**config.mk**
```make
export PLATFORM = sky130hd
export DESIGN_NAME = ffs_rr_arbiter
export DESIGN_NICKNAME = d
export VERILOG_FILES = /design/src/rtl/ffs_pkg.sv /design/src/rtl/ffs_tree.sv /design/src/rtl/ffs_rr_arbiter.sv
export SDC_FILE = /design/constraint.sdc
export NUM_CORES = 1
export LEC_CHECK = 0
export CAP_MARGIN = 0
export CORE_MARGIN = 10
export CORE_UTILIZATION = 35
export CTS_CLUSTER_SIZE = 16
export DETAILED_ROUTE_END_ITERATION = 10
export SYNTH_ARGS = -nofsm -noshare
export SYNTH_HDL_FRONTEND = slang
export SYNTH_SLANG_ARGS = --single-unit
export TNS_END_PERCENT = 1
```
**constraint.sdc**
```tcl
create_clock -name i_clk -period 4.19 [get_ports i_clk]
set_input_delay 1.0475 -clock i_clk [delete_from_list [all_inputs] [get_ports i_clk]]
set_output_delay 1.0475 -clock i_clk [all_outputs]
set_load 0.005 [all_outputs]
```
**src/rtl/ffs_pkg.sv**
```systemverilog
// rtl/ffs_pkg.sv - shared types for the find-first-set round-robin arbiter
package ffs_pkg;

  typedef enum logic {
    ARB_IDLE  = 1'b0,
    ARB_GRANT = 1'b1
  } arb_state_t;

endpackage

```
**src/rtl/ffs_tree.sv**
```systemverilog
// rtl/ffs_tree.sv - log-depth find-first-set, returns position of first set bit counted from the MSB
module ffs_tree #(
  parameter int W = 8
) (
  input  logic [W-1:0]         vec,
  output logic [$clog2(W)-1:0] idx
);

  localparam int IW = $clog2(W);

  // Heap-ordered binary tree: leaf W+k holds vec[W-1-k]; left child wins ties.
  // An empty vector falls through to the rightmost leaf, i.e. all ones.
  function automatic logic [IW-1:0] first_from_msb(input logic [W-1:0] v);
    logic          nv [2*W];
    logic [IW-1:0] ni [2*W];
    nv[0] = 1'b0;
    ni[0] = '0;
    for (int k = 0; k < W; k++) begin
      nv[W+k] = v[W-1-k];
      ni[W+k] = IW'(k);
    end
    for (int n = W - 1; n >= 1; n--) begin
      nv[n] = nv[2*n] | nv[2*n+1];
      ni[n] = nv[2*n] ? ni[2*n] : ni[2*n+1];
    end
    return ni[1];
  endfunction

  assign idx = first_from_msb(vec);

endmodule

```
**src/rtl/ffs_rr_arbiter.sv**
```systemverilog
// rtl/ffs_rr_arbiter.sv - round-robin arbiter with quantum-limited hold and registered one-hot grant
module ffs_rr_arbiter
  import ffs_pkg::*;
#(
  parameter int N_REQ   = 8,
  parameter int QUANTUM = 16
) (
  input  logic                     i_clk,
  input  logic                     i_rst_n,
  input  logic [N_REQ-1:0]         i_req,
  output logic [N_REQ-1:0]         o_gnt,
  output logic                     o_gnt_valid,
  output logic [$clog2(N_REQ)-1:0] o_gnt_id
);

  localparam int IDX_W = $clog2(N_REQ);
  localparam int CNT_W = $clog2(QUANTUM + 1);
  localparam logic [CNT_W-1:0] CNT_MAX = CNT_W'(QUANTUM);
  localparam logic [CNT_W-1:0] CNT_ONE = CNT_W'(1);

  arb_state_t       state;
  logic [IDX_W-1:0] ptr;
  logic [CNT_W-1:0] cnt;

  logic [N_REQ-1:0] cand;
  logic [N_REQ-1:0] rev;
  logic [IDX_W-1:0] rot_idx;
  logic [IDX_W-1:0] winner;
  logic             any_cand;
  logic             own_req;
  logic             take;
  logic             drop;

  // The current owner is masked out; in IDLE o_gnt is zero so nothing is masked.
  assign cand     = i_req & ~o_gnt;
  assign any_cand = |cand;
  assign own_req  = |(i_req & o_gnt);

  // Rotate so ptr lands at rotated index 0, then bit-reverse so index 0 is the MSB.
  always_comb begin
    rev = '0;
    for (int i = 0; i < N_REQ; i++) begin
      rev[N_REQ-1-i] = cand[ptr + IDX_W'(i)];
    end
  end

  ffs_tree #(
    .W(N_REQ)
  ) u_ffs (
    .vec(rev),
    .idx(rot_idx)
  );

  assign winner = ptr + rot_idx;

  assign take = any_cand && ((state == ARB_IDLE) || !own_req || (cnt == CNT_MAX));
  assign drop = (state == ARB_GRANT) && !own_req && !any_cand;

  always_ff @(posedge i_clk or negedge i_rst_n) begin
    if (!i_rst_n) begin
      state       <= ARB_IDLE;
      ptr         <= '0;
      cnt         <= '0;
      o_gnt       <= '0;
      o_gnt_valid <= 1'b0;
      o_gnt_id    <= '0;
    end else begin
      case (state)
        ARB_IDLE: begin
          if (take) begin
            state       <= ARB_GRANT;
            o_gnt       <= N_REQ'(1) << winner;
            o_gnt_valid <= 1'b1;
            o_gnt_id    <= winner;
            ptr         <= winner + IDX_W'(1);
            cnt         <= CNT_ONE;
          end
        end
        ARB_GRANT: begin
          if (take) begin
            o_gnt    <= N_REQ'(1) << winner;
            o_gnt_id <= winner;
            ptr      <= winner + IDX_W'(1);
            cnt      <= CNT_ONE;
          end else if (drop) begin
            state       <= ARB_IDLE;
            o_gnt       <= '0;
            o_gnt_valid <= 1'b0;
            o_gnt_id    <= '0;
            cnt         <= '0;
          end else if (cnt != CNT_MAX) begin
            cnt <= cnt + CNT_ONE;
          end
        end
        default: begin
          state       <= ARB_IDLE;
          o_gnt       <= '0;
          o_gnt_valid <= 1'b0;
          o_gnt_id    <= '0;
          cnt         <= '0;
        end
      endcase
    end
  end

endmodule

```
# Yosys cells after proc, flatten, opt, wreduce, memory -nomap -nowiden
# Index checks and enable logic that the tools add are counted.
[word_totals]
register_bits = 21
elab_cells = 93
[classes]
addsub = 9
eq_ne = 7
n_lt_le_gt_ge = 7
shift = 1
n_mux = 43
reduce_logical = 12
bitwise_logic = 8
[ops]
columns = ["op", "count"]
rows = [
  ["< comparator 3 x 4 -> 1 bit, second input constant", 7],
  ["two-way mux 8 bit", 3],
  ["binary-select mux 1 bit (select 3 bit)", 7],
  ["two-way mux 3 bit", 7],
  ["two-way mux 5 bit", 4],
  ["two-way mux 1 bit", 17],
  ["bitwise AND 8 bit", 2],
  ["one-hot mux 8 bit (2 select lines)", 1],
  ["OR reduction 8 bit", 2],
  ["one-hot mux 5 bit (2 select lines)", 1],
  ["adder 3 bit, second input constant", 3],
  ["inverter 8 bit", 1],
  ["left shift 1 x 3 -> 8 bit, first input constant", 1],
  ["adder 3 x 1 -> 3 bit, second input constant", 2],
  ["adder 3 x 2 -> 3 bit, second input constant", 2],
  ["one-hot mux 3 bit (2 select lines)", 1],
  ["adder 5 x 1 -> 5 bit, second input constant", 1],
  ["== test 5 bit, second input constant", 1],
  ["inequality test 5 bit, second input constant", 1],
  ["inequality test 2 bit, second input constant", 2],
  ["inequality test 4 x 1 -> 1 bit, second input constant", 1],
  ["OR 1 bit", 4],
  ["one-hot mux 1 bit (2 select lines)", 2],
  ["AND reduction 2 bit", 2],
  ["other kinds (8)", 12],
]

# Longest topological paths before layout
# Gate-level depths: netlist of run 1.
[logic_depth]
word_depth = 11
depth_mapped = 17
mapped_depth_nobuf = 16

# Modules after synthesis
# A second synthesis of run 1 with hierarchy kept.
[unflattened]
hier_cells = 144
area_unflattened_um2 = 1516.5
[modules_own_cells]
columns = ["mod", "seq_area_each_um2", "area_each_um2", "cells_each", "n_inst"]
rows = [
  ["ffs_rr_arbiter", 525.5, 1466.4, 135, 1],
  ["ffs_tree", 0.0, 50.0, 9, 1],
]

# Worst setup path after synthesis of run 1
# No wires, ideal clock.
[synth_path]
path_kind = "input to register"
from = "input i_req[7]"
to = "register o_gnt[3]"
n_path_buf = 0
path_stages = 14
setup_ns = 0.121
setup_slack_ns = 0.064
t_required_ns = 4.069
t_arrival_ns = 4.005
cell_sequence = "nand2b_1 -> mux4_2 -> mux2_2 -> a21boi_1 -> o31a_1 -> a2111oi_2 -> ha_1 -> inv_1 -> fa_1 -> xor2_1 -> xnor2_2 -> inv_1 -> ha_1 -> a22o_1"
[synth_between]
elab_chain_cells = 10
word_cells_on_any_way = 44
classes_between = "add/sub: 1; eq/ne: 2; shift: 1; mux: 24; bitwise: 6; reduce/logical: 10"
[synth_rtl]
columns = ["element", "line", "source"]
rows = [
  ["from (decl)", "ffs_rr_arbiter.sv:10", "input logic [N_REQ-1:0] i_req,"],
  ["bitwise AND 8 bit", "ffs_rr_arbiter.sv:35", "assign cand = i_req & ~o_gnt;"],
  ["binary-select mux 1 bit (select 3 bit)", "ffs_rr_arbiter.sv:43", "rev[N_REQ-1-i] = cand[ptr + IDX_W'(i)];"],
  ["two-way mux 1 bit (implied by the code)", "ffs_rr_arbiter.sv:43", ""],
  ["two-way mux 1 bit / OR 1 bit (equally long branches)", "ffs_tree.sv:24, ffs_tree.sv:23", ""],
  ["two-way mux 3 bit / OR 1 bit (equally long branches)", "ffs_tree.sv:24, ffs_tree.sv:23", ""],
  ["two-way mux 3 bit", "ffs_tree.sv:24", "ni[n] = nv[2*n] ? ni[2*n] : ni[2*n+1];"],
  ["adder 3 bit", "ffs_rr_arbiter.sv:54", "assign winner = ptr + rot_idx;"],
  ["left shift 1 x 3 -> 8 bit", "ffs_rr_arbiter.sv:72, ffs_rr_arbiter.sv:81", ""],
  ["two-way mux 8 bit (on tied branches)", "ffs_rr_arbiter.sv:80, ffs_rr_arbiter.sv:70", ""],
  ["one-hot mux 8 bit (2 select lines)", "ffs_rr_arbiter.sv:68", "case (state)"],
  ["to (signal assigned)", "ffs_rr_arbiter.sv:72", "o_gnt <= N_REQ'(1) << winner;"],
  ["to (signal assigned)", "ffs_rr_arbiter.sv:81", "o_gnt <= N_REQ'(1) << winner;"],
  ["to (decl)", "ffs_rr_arbiter.sv:11", "output logic [N_REQ-1:0] o_gnt,"],
]
# Several ways; a longest one is shown, not always the timed one. The select of a mux whose other input is x is not followed.
# A chain may end at the register's enable or synchronous reset.

# Final worst setup path of run 1
[layout_path]
from = "input i_req[4]"
to = "register ptr[2]"
[layout_between]
elab_chain_cells = 9
word_cells_on_any_way = 36
classes_between = "add/sub: 2; mux: 22; bitwise: 6; reduce/logical: 6"
[layout_rtl]
columns = ["element", "line", "source"]
rows = [
  ["bitwise AND 8 bit", "ffs_rr_arbiter.sv:35", ""],
  ["binary-select mux 1 bit (select 3 bit)", "ffs_rr_arbiter.sv:43", ""],
  ["two-way mux 1 bit (implied by the code)", "ffs_rr_arbiter.sv:43", ""],
  ["two-way mux 1 bit / OR 1 bit (equally long branches)", "ffs_tree.sv:24, ffs_tree.sv:23", ""],
  ["two-way mux 3 bit / OR 1 bit (equally long branches)", "ffs_tree.sv:24, ffs_tree.sv:23", ""],
  ["two-way mux 3 bit", "ffs_tree.sv:24", ""],
  ["adder 3 bit", "ffs_rr_arbiter.sv:54", ""],
  ["adder 3 x 1 -> 3 bit", "ffs_rr_arbiter.sv:75, ffs_rr_arbiter.sv:83", ""],
  ["two-way mux 3 bit", "ffs_rr_arbiter.sv:70, ffs_rr_arbiter.sv:80", ""],
  ["to (signal assigned)", "ffs_rr_arbiter.sv:75", "ptr <= winner + IDX_W'(1);"],
  ["to (signal assigned)", "ffs_rr_arbiter.sv:83", "ptr <= winner + IDX_W'(1);"],
  ["to (decl)", "ffs_rr_arbiter.sv:22", "logic [IDX_W-1:0] ptr;"],
]
# Several ways; a longest one is shown, not always the timed one. The select of a mux whose other input is x is not followed.

==> results of run 1 <==
## per-layer routing
layer / up-vias / track usage (%) / routed length [microns]
li1: 659 / - / -
met1: 697 / 14.8 / 1910
met2: 32 / 18.8 / 2070
met3: 6 / 1.67 / 153
met4: 0 / 4.20 / 59
met5: - / 0 / 0
## through the flow
| stage | setup slack [ns] | instance area (sq um) |
|---|---|---|
| 4_1_cts | 0.0307 | 2130 |
| 3_5_place_dp | -0.536 | 2040 |
| 3_3_place_gp | -0.419 | 2040 |
| 5_1_grt | 0.0251 | 2130 |
| 6_report | 0.169 | 2130 |
| 2_1_floorplan | 0.0638 | 1610 |
## what timing repair did
item / 4_1_cts / 5_1_grt
buffers inserted: 1 / 0
endpoints found under the setup margin: 11 / 8
resized for setup: 16 / 2
pin swaps: 5 / 4
## placed cells by master, fill, tap and decap left out, types with 2 or more instances in the layout
cell,count
sky130_fd_sc_hd__nand3_1,3
sky130_fd_sc_hd__dlygate4sd2_1,8
sky130_fd_sc_hd__ha_2,2
sky130_fd_sc_hd__clkdlybuf4s50_1,13
sky130_fd_sc_hd__ha_1,5
sky130_fd_sc_hd__o21ai_1,4
sky130_fd_sc_hd__and2_1,3
sky130_fd_sc_hd__nor2_1,10
sky130_fd_sc_hd__nor2b_1,4
sky130_fd_sc_hd__nand2b_1,9
sky130_fd_sc_hd__nand4_1,3
sky130_fd_sc_hd__mux4_2,10
sky130_fd_sc_hd__a22o_1,5
sky130_fd_sc_hd__clkbuf_8,3
sky130_fd_sc_hd__dfrtp_1,21
sky130_fd_sc_hd__nand2_1,11
sky130_fd_sc_hd__o21ai_0,5
sky130_fd_sc_hd__a21oi_1,5
sky130_fd_sc_hd__a31oi_1,2
sky130_fd_sc_hd__o2111ai_1,2
sky130_fd_sc_hd__buf_4,25
sky130_fd_sc_hd__a22oi_1,4
sky130_fd_sc_hd__a32o_1,2
sky130_fd_sc_hd__o31ai_1,2
sky130_fd_sc_hd__and2b_1,2
sky130_fd_sc_hd__a21boi_1,2
sky130_fd_sc_hd__xnor2_1,4
sky130_fd_sc_hd__buf_6,2
sky130_fd_sc_hd__inv_1,7
## cells by family after synthesis
group           synth area share, %
xor+xnor                       5.44
simple gates                   17.2
buf+inv                        4.04
mux                            16.7
compound gates                 17.3
flops                          32.7
fa+ha+maj                      6.69
## registers in the layout, summed over array words and instances, names as in the netlist
name and cells:
o_gnt_valid 1, state 1, ptr 3, cnt 5, o_gnt_id 3, o_gnt 8
## cell usage after synthesis (2+ instances only)
master	count
sky130_fd_sc_hd__a21boi_1	2
sky130_fd_sc_hd__a21oi_1	6
sky130_fd_sc_hd__a22o_1	5
sky130_fd_sc_hd__a22oi_1	4
sky130_fd_sc_hd__a31oi_1	2
sky130_fd_sc_hd__a32o_1	2
sky130_fd_sc_hd__and2_1	3
sky130_fd_sc_hd__and2b_1	2
sky130_fd_sc_hd__clkbuf_1	3
sky130_fd_sc_hd__dfrtp_1	21
sky130_fd_sc_hd__ha_1	7
sky130_fd_sc_hd__inv_1	7
sky130_fd_sc_hd__mux4_2	10
sky130_fd_sc_hd__nand2_1	11
sky130_fd_sc_hd__nand2b_1	9
sky130_fd_sc_hd__nand3_1	3
sky130_fd_sc_hd__nand4_1	3
sky130_fd_sc_hd__nor2_1	10
sky130_fd_sc_hd__nor2b_1	4
sky130_fd_sc_hd__o2111ai_1	2
sky130_fd_sc_hd__o21ai_0	6
sky130_fd_sc_hd__o21ai_1	3
sky130_fd_sc_hd__o31ai_1	2
sky130_fd_sc_hd__xnor2_1	4
## worst max-delay path by stage
stage | from | end | cells past startpoint
after floorplan | i_req[7] | o_gnt[3]$_DFFE_PN0P_ | 14
after global placement | i_req[5] | ptr[2]$_DFFE_PN0P_ | 15
after detailed placement | i_req[5] | o_gnt[3]$_DFFE_PN0P_ | 15
after CTS | i_req[5] | o_gnt[3]$_DFFE_PN0P_ | 15
after global routing | i_req[4] | ptr[2]$_DFFE_PN0P_ | 14
final | i_req[4] | ptr[2]$_DFFE_PN0P_ | 14
## cell type report
class                      count  area (sq um)
clock buffer                   3          41.3
clock inverter                 1          5.00
fill                         407          2280
inverter                       8          30.0
multi-input combinational    117          1050
sequential                    21           526
tap                           52          65.1
timing repair buffer          48           410
## critical path, cell delays in order
cell and delay, ns:
sky130_fd_sc_hd__dlygate4sd2_1 0.25, sky130_fd_sc_hd__buf_4 0.14, sky130_fd_sc_hd__and2b_1 0.15, sky130_fd_sc_hd__mux4_2 0.48
sky130_fd_sc_hd__and2_4 0.20, sky130_fd_sc_hd__nor4_4 0.29, sky130_fd_sc_hd__o31a_1 0.22, sky130_fd_sc_hd__a2111oi_4 0.05
sky130_fd_sc_hd__ha_2 0.19, sky130_fd_sc_hd__inv_1 0.06, sky130_fd_sc_hd__fa_2 0.47, sky130_fd_sc_hd__nor2b_1 0.24
sky130_fd_sc_hd__ha_2 0.32, sky130_fd_sc_hd__a21oi_2 0.12
==> parameters.txt, run 1 <==
Parameter                              Value

Timing
  Fmax ... 249 MHz
  Max-slew violation count ... 0
  Final setup violation count ... 0
  Final Hold Viols ... 0
  Setup skew after layout ... 0.00316 ns
  Setup repair after global routing missed its margin ... no
  Transition time at the pin with the least slew margin ... 0.949 ns
  Tmin final ... 4.02 ns
  Min Hold Slack ... 0.501 ns
  Setup TNS ... 0 ns
  Relative max-transition margin ... 36.6%
  Post-route clock period utilization ... 96.0%

Synth
  Count of mapped cells out of synthesis ... 152
  Leading register cell type out of synthesis ... sky130_fd_sc_hd__dfrtp_1
  Top cells by area in the synthesized netlist ... sky130_fd_sc_hd__dfrtp_1, sky130_fd_sc_hd__mux4_2, sky130_fd_sc_hd__ha_1
  Synth top area share ... 32.7%
  Yosys warning total ... 0
  Number of enable-type register cells in the synthesized netlist ... 0
  Synthesized area ... 0.00161 sq mm
  Share of async-settable or async-resettable flops after synthesis ... 100%
  Post-Synthesis Net Count ... 170
  Count of different cell masters after synthesis ... 45
  Cell taking the most area after synthesis ... sky130_fd_sc_hd__dfrtp_1
  Mean cell area of the mapped netlist ... 10.6 sq um
  Synthesis-stage register bit count ... 21
  Fraction of the yosys area taken by sequential cells ... 32.7%

Finish
  Area growth from synthesis to final layout ... 32.4%
  Utilization after layout ... 48.3%
  Antenna diode instance count ... 0
  Number of standard cells in the layout, taps in and fillers out ... 250
  Ratio of cells with drive above 1 in the final layout ... 27.3%
  Total Nets Final ... 217

Route
  Wire per inst ... 16.8 microns
  Post-route DRC violation count ... 0
  Post-Route WL ... 4.20 mm
  Initial drt markers ... 103
  Via count ... 1394
  Avg Vias per Cell ... 5.58
  Detail Route Antenna Nets ... 0
  First-pass iteration count of the detailed router ... 4

Critical path
  WP data required ... 4.39 ns
  Largest fanout on the critical path ... 4
  Kind of critical path ... in2reg
  Kind of end point of the critical path ... flip-flop
  Critical path launch point type ... primary input
  Worst R2R Path Depth ... 14
  R2r startpoint ... ptr[1]$_DFFE_PN0P_
  Register-to-register setup slack ... 0.35 ns
  RR Endpoint ... o_gnt[3]$_DFFE_PN0P_
  Arrival time at the worst endpoint ... 4.22 ns

Die
  Die area ... 0.00771 sq mm
  Number of core rows ... 24
  Vert. Die Dim ... 87.8 microns
  Horiz. Die Dim ... 87.8 microns
  Total core area ... 0.00441 sq mm
  I/O pin count ... 22
  Initial Utilization ... 36.5%

Global routing
  Pin count of the biggest net entering global routing ... 22
  Global-route wire length before repair ... 7.11 mm
  Antenna violations before repair ... 0
  Number of global-route vias before repair ... 1438
  Global-route total usage across every layer ... 11.4%
  Global-route congestion overflow total ... 0

Min path
  Start point of the worst min-delay path ... o_gnt_id[1]$_DFFE_PN0P_
  Cell depth of the worst hold path ... 2
  Sink of the worst hold path ... o_gnt_id[1]$_DFFE_PN0P_
  Worst min-delay path category ... reg2reg

Clocking
  Number of sinks driven by the clock tree ... 21
  Clock latency on the worst-skew pair ... 0.27 ns
  Clock-pin slew on the worst setup and hold paths ... 0.08 ns
  CTS root buf ... sky130_fd_sc_hd__clkbuf_8
  Number of buffers created by CTS ... 3
  Clock tree buffer depth ... 2
  Clock tree from TritonCTS ... built
  Number of buffers inserted by hold repair at cts ... 0
  H-Tree Depth ... 1

Status
  Result of the run ... finished clean

Placement
  Final weighted congestion of routability-driven global placement ... 0.853
  Cell count after placement ... 245
  Number of input and output port buffers inserted ... 21
  Placed wire-length estimate ... 3.28 mm

Job
  Count of max-cap constraint violations ... 0
Power of run 1 is not shown: default switching activity piles up to over one toggle a cycle in this logic, so the estimate is an artifact.
==> run 2, diff against run 1 <==
--- a/config.mk
+++ b/config.mk
@@ -10,6 +10,7 @@
 export CORE_UTILIZATION = 35
 export CTS_CLUSTER_SIZE = 16
 export DETAILED_ROUTE_END_ITERATION = 10
+export DONT_BUFFER_PORTS = 1
 export SYNTH_ARGS = -nofsm -noshare
 export SYNTH_HDL_FRONTEND = slang
 export SYNTH_SLANG_ARGS = --single-unit
==> run 2 against run 1 <==
Non-clock buffer count shrank 29. Design area shrank 14%. Hold slack lost 0.022 ns. Register-to-register slack lost 0.12 ns. Critical path depth is the same. Highest routed layer unchanged. Via count shrank 6.7%. Clock skew shrank 0.0010 ns. Cell count shrank 12%. Fmax grew 0.75%. Routed wire length shrank 3.7%. Clock-buffer cell count is the same. First-iteration DRC count shrank 52%.
==> parameters.txt, run 2 (synthesized netlist as in run 1, its figures left out) <==
Parameter                              Value

Route
  Detail Route Antenna Nets ... 0 (unchanged)
  Top metal layer carrying routed signals ... met4
  Met2 layer wire length in the routed design ... 2.04 mm (-1.2%)
  Metal3 WL ... 285 microns (+86%)
  Initial drt markers ... 49 (-52%)
  Via count ... 1301 (-6.7%)
  Avg Vias per Cell ... 5.89 (+5.6%)
  M1 WL ... 1.64 mm (-14%)
  Post-route DRC violation count ... 0 (unchanged)
  Post-Route WL ... 4.04 mm (-3.7%)
  Wire per inst ... 18.3 microns (+8.9%)
  First-pass iteration count of the detailed router ... 4 (unchanged)

Timing
  Post-route clock period utilization ... 95.2% (-0.72 points)
  Setup skew after layout ... 0.00211 ns (-0.00104 ns)
  Max-slew violation count ... 0 (unchanged)
  Transition time at the pin with the least slew margin ... 1.07 ns (+0.116 ns)
  Final Hold Viols ... 0 (unchanged)
  Final setup violation count ... 0 (unchanged)
  Relative max-transition margin ... 28.8% (-7.7 points)
  Setup repair after global routing missed its margin ... no
  Fmax ... 251 MHz (+0.75%)
  Tmin final ... 3.99 ns (-0.0300 ns)

Global routing
  Number of global-route vias before repair ... 1335 (-7.2%)
  Antenna violations before repair ... 0 (unchanged)
  Pin count of the biggest net entering global routing ... 22 (unchanged)
  Global-route wire length before repair ... 6.70 mm (-5.8%)
  Global-route total usage across every layer ... 10.7% (-0.73 points)
  Global-route congestion overflow total ... 0 (unchanged)

Die
  Initial Utilization ... 36.5% (unchanged)
  Total core area ... 0.00441 sq mm (unchanged)
  Horiz. Die Dim ... 87.8 microns (unchanged)
  I/O pin count ... 22 (unchanged)
  Vert. Die Dim ... 87.8 microns (unchanged)
  Number of core rows ... 24 (unchanged)
  Die area ... 0.00771 sq mm (unchanged)

Finish
  Ratio of cells with drive above 1 in the final layout ... 26.0% (-1.2 points)
  Utilization after layout ... 41.6% (-6.7 points)
  Area growth from synthesis to final layout ... 14.0%
  Final instance area ... 0.00183 sq mm (-14%)
  Most used cells in the layout excluding fill and tap cells ... sky130_fd_sc_hd__dfrtp_1, sky130_fd_sc_hd__buf_4, sky130_fd_sc_hd__nand2_1
  Largest regs ... o_gnt x8, cnt x5
  Antenna diode instance count ... 0 (unchanged)
  Area occupied by multi-input gates ... 0.00102 sq mm (-3.0%)
  Biggest register ... o_gnt
  Total Nets Final ... 188 (-13%)
  Register cell area after layout ... 528 sq um (+0.48%)
  Filler instances ... 424 (+4.2%)
  Max FFs per register ... 8 (unchanged)

Placement
  Post-detailed-placement cell area ... 0.00173 sq mm (-15%)
  Final weighted congestion of routability-driven global placement ... 0.815 (-4.4%)
  Number of input and output port buffers inserted ... 0 (-100%)
  Placed wire-length estimate ... 3.21 mm (-2.0%)

Critical path
  Sequence of cells on the critical path ... nand2b_1 > mux4_2 > mux2_2 > a21boi_1 > o31a_1 > a2111oi_2 > ha_1 > inv_1 > fa_1 > xor2_1 > xnor2_2 > inv_1 > ha_1 > a22o_1
  Kind of end point of the critical path ... flip-flop
  Critical path launch point type ... primary input
  Worst R2R Path Depth ... 15 (+1)
  Delay contributed by the slowest stage of the critical path ... 0.48 ns (about the same)
  WP data required ... 4.33 ns (-0.06 ns)
  Cell type of the slowest stage on the worst timing path ... sky130_fd_sc_hd__mux4_2
  Arrival time at the worst endpoint ... 4.13 ns (-0.09 ns)
  Largest fanout on the critical path ... 5 (+1)
  Kind of critical path ... in2reg
  End point of the critical path ... o_gnt[3]$_DFFE_PN0P_
  R2r startpoint ... ptr[1]$_DFFE_PN0P_
  RR Endpoint ... o_gnt[3]$_DFFE_PN0P_
  Register-to-register setup slack ... 0.23 ns (-0.12 ns)
  Beginning of the critical path ... i_req[4]

Min path
  Worst min-delay path category ... in2async

Clocking
  Number of sinks driven by the clock tree ... 21 (unchanged)
  Clock tree from TritonCTS ... built
  CTS root buf ... sky130_fd_sc_hd__clkbuf_8
  Clock latency on the worst-skew pair ... 0.25 ns (-0.02 ns)
  Clock-pin slew on the worst setup and hold paths ... 0.08 ns (about the same)
  Clock tree buffer depth ... 2 (unchanged)
  H-Tree Depth ... 1 (unchanged)
  Number of buffers created by CTS ... 3 (unchanged)

Status
  Result of the run ... finished clean

Job
  Count of max-cap constraint violations ... 0 (unchanged)
run 2: final cells by class:
type,instances,area share [%]
inverters,8,1.64
repair buffers,19,7.78
clock inverters,1,0.273
multi-input cells,117,55.7
clock buffers,3,2.25
well taps,52,3.55
flip-flops and latches,21,28.8
run 2: timing repair:
| item | in CTS | in global routing |
|---|---|---|
| hold buffers | 0 | 0 |
| endpoints found under the setup margin | 0 | 2 |
| endpoints found under the hold margin | 0 | 0 |
| resized for setup | 0 | 3 |
| buffers inserted | 0 | 7 |
run 2: critical path: cells and delay by family:
family | cells | cell delay [ns]
AOI/OAI and AO/OA | 4 | 0.89
adders and majority gates | 3 | 0.78
muxes | 2 | 0.77
xor gates and xnor gates | 2 | 0.44
buffers and inverters | 2 | 0.13
and+or+nand+nor | 1 | 0.07
run 2: worst min-delay path by stage:
stage	start	to	slack (ns)
final	i_rst_n	cnt[3]$_DFFE_PN0P_	0.48
after global routing	i_rst_n	o_gnt_valid$_DFFE_PN0P_	0.46
after detailed placement	o_gnt_id[1]$_DFFE_PN0P_	o_gnt_id[1]$_DFFE_PN0P_	0.54
after global placement	o_gnt_id[1]$_DFFE_PN0P_	o_gnt_id[1]$_DFFE_PN0P_	0.54
after floorplan	o_gnt_id[1]$_DFFE_PN0P_	o_gnt_id[1]$_DFFE_PN0P_	0.47
after CTS	i_rst_n	cnt[0]$_DFFE_PN0P_	0.47
run 2: per-layer routing:
layer	global-route usage, %	up-vias
li1	-	603
met1	12.2	650
met2	18.7	37
met3	3.25	11
met4	3.33	0
met5	0	-
run 2: per-stage QoR:
step / hold WS, ns / std cells / setup slack, ns / setup TNS (ns)
2_1_floorplan: 0.473 / 152 / 0.0638 / 0
3_3_place_gp: 0.537 / 210 / 0.0489 / 0
3_5_place_dp: 0.537 / 210 / -0.0579 / -0.0738
4_1_cts: 0.471 / 214 / 0.148 / 0
5_1_grt: 0.458 / 221 / 0.00808 / 0
6_report: 0.479 / 221 / 0.199 / 0
Power of run 2 is left out for the same reason.
==> run 3, diff against run 2 <==
--- a/config.mk
+++ b/config.mk
@@ -8,6 +8,7 @@
 export CAP_MARGIN = 0
 export CORE_MARGIN = 10
 export CORE_UTILIZATION = 35
+export CTS_CLUSTER_DIAMETER = 200
 export CTS_CLUSTER_SIZE = 16
 export DETAILED_ROUTE_END_ITERATION = 10
 export DONT_BUFFER_PORTS = 1
==> constraint.sdc (replaced) <==
create_clock -name i_clk -period 3.95 [get_ports i_clk]
set_input_delay 0.9875 -clock i_clk [delete_from_list [all_inputs] [get_ports i_clk]]
set_output_delay 0.9875 -clock i_clk [all_outputs]
set_load 0.005 [all_outputs]
==> run 3 against run 2 <==
Critical endpoint unchanged. Setup slack worse by 0.077 ns. Clock skew is 0.0065 ns higher. Hold slack worse by 0.075 ns. Core utilization is 2.4 points higher. Sequential share of layout area is 1.7 points lower. Design area is 5.7% higher.
==> parameters.txt, run 3 (synthesized netlist as in run 1, its figures left out) <==
Parameter                              Value

Clocking
  Number of buffers created by CTS ... 3 (unchanged)
  Number of buffers inserted by hold repair at cts ... 0 (unchanged)
  Clock tree buffer depth ... 2 (unchanged)
  Clock-pin slew on the worst setup and hold paths ... 0.08 ns (about the same)
  CTS root buf ... sky130_fd_sc_hd__clkbuf_8
  Clock latency on the worst-skew pair ... 0.27 ns (+0.02 ns)
  Clock tree from TritonCTS ... built
  H-Tree Depth ... 1 (unchanged)
  Number of sinks driven by the clock tree ... 21 (unchanged)

Finish
  Most frequent standard cell in the layout excluding fill and tap cells ... sky130_fd_sc_hd__buf_4
  Total Nets Final ... 197 (+4.8%)
  Largest regs ... o_gnt x8, cnt x5
  Ratio of cells with drive above 1 in the final layout ... 32.0% (+6.0 points)
  Antenna diode instance count ... 0 (unchanged)
  Final instance area ... 0.00194 sq mm (+5.7%)
  Area growth from synthesis to final layout ... 20.5%
  Max FFs per register ... 8 (unchanged)
  Most used cells in the layout excluding fill and tap cells ... sky130_fd_sc_hd__buf_4, sky130_fd_sc_hd__dfrtp_1, sky130_fd_sc_hd__nand2_1
  Biggest register ... o_gnt

Critical path
  Beginning of the critical path ... i_req[0]
  WP data required ... 4.10 ns (-0.23 ns)
  Kind of end point of the critical path ... flip-flop
  Largest fanout on the critical path ... 4 (-1)
  Arrival time at the worst endpoint ... 3.98 ns (-0.15 ns)
  Critical path launch point type ... primary input
  R2r startpoint ... ptr[0]$_DFFE_PN0P_
  Kind of critical path ... in2reg

Route
  Avg Vias per Cell ... 5.81 (-1.3%)
  Initial drt markers ... 65 (+33%)
  First-pass iteration count of the detailed router ... 4 (unchanged)
  Detail Route Antenna Nets ... 0 (unchanged)
  Via count ... 1336 (+2.7%)
  Post-route DRC violation count ... 0 (unchanged)
  Post-Route WL ... 4.35 mm (+7.7%)
  Wire per inst ... 18.9 microns (+3.5%)

Die
  Vert. Die Dim ... 87.8 microns (unchanged)
  Initial Utilization ... 36.5% (unchanged)
  Horiz. Die Dim ... 87.8 microns (unchanged)
  I/O pin count ... 22 (unchanged)
  Number of core rows ... 24 (unchanged)
  Total core area ... 0.00441 sq mm (unchanged)
  Die area ... 0.00771 sq mm (unchanged)

Job
  Count of max-cap constraint violations ... 0 (unchanged)

Global routing
  Pin count of the biggest net entering global routing ... 22 (unchanged)
  Global-route wire length before repair ... 6.90 mm (+3.0%)
  Global-route congestion overflow total ... 0 (unchanged)
  Global-route total usage across every layer ... 11.2% (+0.51 points)
  Antenna violations before repair ... 0 (unchanged)
  Number of global-route vias before repair ... 1346 (+0.82%)

Timing
  Relative max-transition margin ... 62.4% (+34 points)
  Final setup violation count ... 0 (unchanged)
  Post-route clock period utilization ... 96.9%
  Final Hold Viols ... 0 (unchanged)
  Fmax ... 261 MHz
  Setup skew after layout ... 0.00859 ns (+0.00648 ns)
  Transition time at the pin with the least slew margin ... 0.563 ns (-0.502 ns)
  Min Hold Slack ... 0.404 ns (-0.0751 ns)
  Final setup slack of the worst path ... 0.122 ns (-0.0771 ns)
  Setup repair after global routing missed its margin ... no
  Tmin final ... 3.83 ns
  Max-slew violation count ... 0 (unchanged)

Placement
  Final weighted congestion of routability-driven global placement ... 0.876 (+7.4%)
  Placed wire-length estimate ... 3.32 mm (+3.4%)
  Pre-CTS setup slack ... -0.163 ns (-0.105 ns)
  Number of input and output port buffers inserted ... 0 (unchanged)
  Post-detailed-placement cell area ... 0.00182 sq mm (+5.2%)

Status
  Result of the run ... finished clean

Min path
  Worst min-delay path category ... in2async
-- run 3: cell count changes in the layout (fill, tap and decap cells not counted), moves of 2 or more --
| cell | before | now |
|---|---|---|
| sky130_fd_sc_hd__buf_4 | 19 | 28 |
| sky130_fd_sc_hd__dfrtp_1 | 19 | 21 |
| sky130_fd_sc_hd__dfrtp_2 | 2 | 0 |
| sky130_fd_sc_hd__ha_1 | 7 | 5 |
| sky130_fd_sc_hd__ha_2 | 0 | 2 |
-- run 3: routing by layer --
metal | up-vias | GRT usage (%) | share of wire [%]
met5 | - | 0 | 0
met4 | 0 | 3.62 | 1.5
met3 | 8 | 3.53 | 7.8
met2 | 33 | 19.2 | 53
met1 | 677 | 13.0 | 38
li1 | 618 | - | -
-- run 3: final cells by class --
class,count,area (sq um)
fill,415,2480
multi-input combinational,117,1060
clock buffer,4,45.0
tap,52,65.1
inverter,8,36.3
timing repair buffer,28,210
sequential,21,526
-- run 3: path summary, 6_finish.rpt --
check | endpoint | cells after the start | slack [ns]
setup / recovery | o_gnt[3]$_DFFE_PN0P_ | 14 | 0.12
max in group asynchronous | o_gnt[3]$_DFFE_PN0P_ | 0 | 3.47
setup reg to reg | o_gnt[3]$_DFFE_PN0P_ | 15 | 0.19
hold / removal | cnt[4]$_DFFE_PN0P_ | 0 | 0.40
hold reg to reg | o_gnt_id[1]$_DFFE_PN0P_ | 2 | 0.54
min in group i_clk | o_gnt_id[1]$_DFFE_PN0P_ | 2 | 0.54
-- run 3: critical path: stages --
cell                        delay, ns
sky130_fd_sc_hd__nand2b_1        0.06
sky130_fd_sc_hd__mux4_2          0.47
sky130_fd_sc_hd__mux2_4          0.30
sky130_fd_sc_hd__a21boi_1        0.13
sky130_fd_sc_hd__o31a_1          0.31
sky130_fd_sc_hd__a2111oi_2       0.22
sky130_fd_sc_hd__ha_2            0.22
sky130_fd_sc_hd__inv_1           0.05
sky130_fd_sc_hd__fa_2            0.34
sky130_fd_sc_hd__xor2_2          0.17
sky130_fd_sc_hd__xnor2_2         0.25
sky130_fd_sc_hd__inv_1           0.08
sky130_fd_sc_hd__ha_1            0.19
sky130_fd_sc_hd__a22o_1          0.20
-- run 3: what timing repair did --
action,in CTS,in global routing
buffers inserted,0,4
gates resized for setup,0,10
endpoints found under the setup margin,0,4
-- run 3: metrics by stage --
step / setup TNS, ns / util (%) / instances
2_1_floorplan: -0.197 / - / 152
3_3_place_gp: -0.181 / 41.2 / 222
3_5_place_dp: -0.424 / 41.2 / 222
4_1_cts: 0 / 42.2 / 226
5_1_grt: 0 / 43.9 / 230
6_report: 0 / 43.9 / 230
Power of run 3 is left out for the same reason.
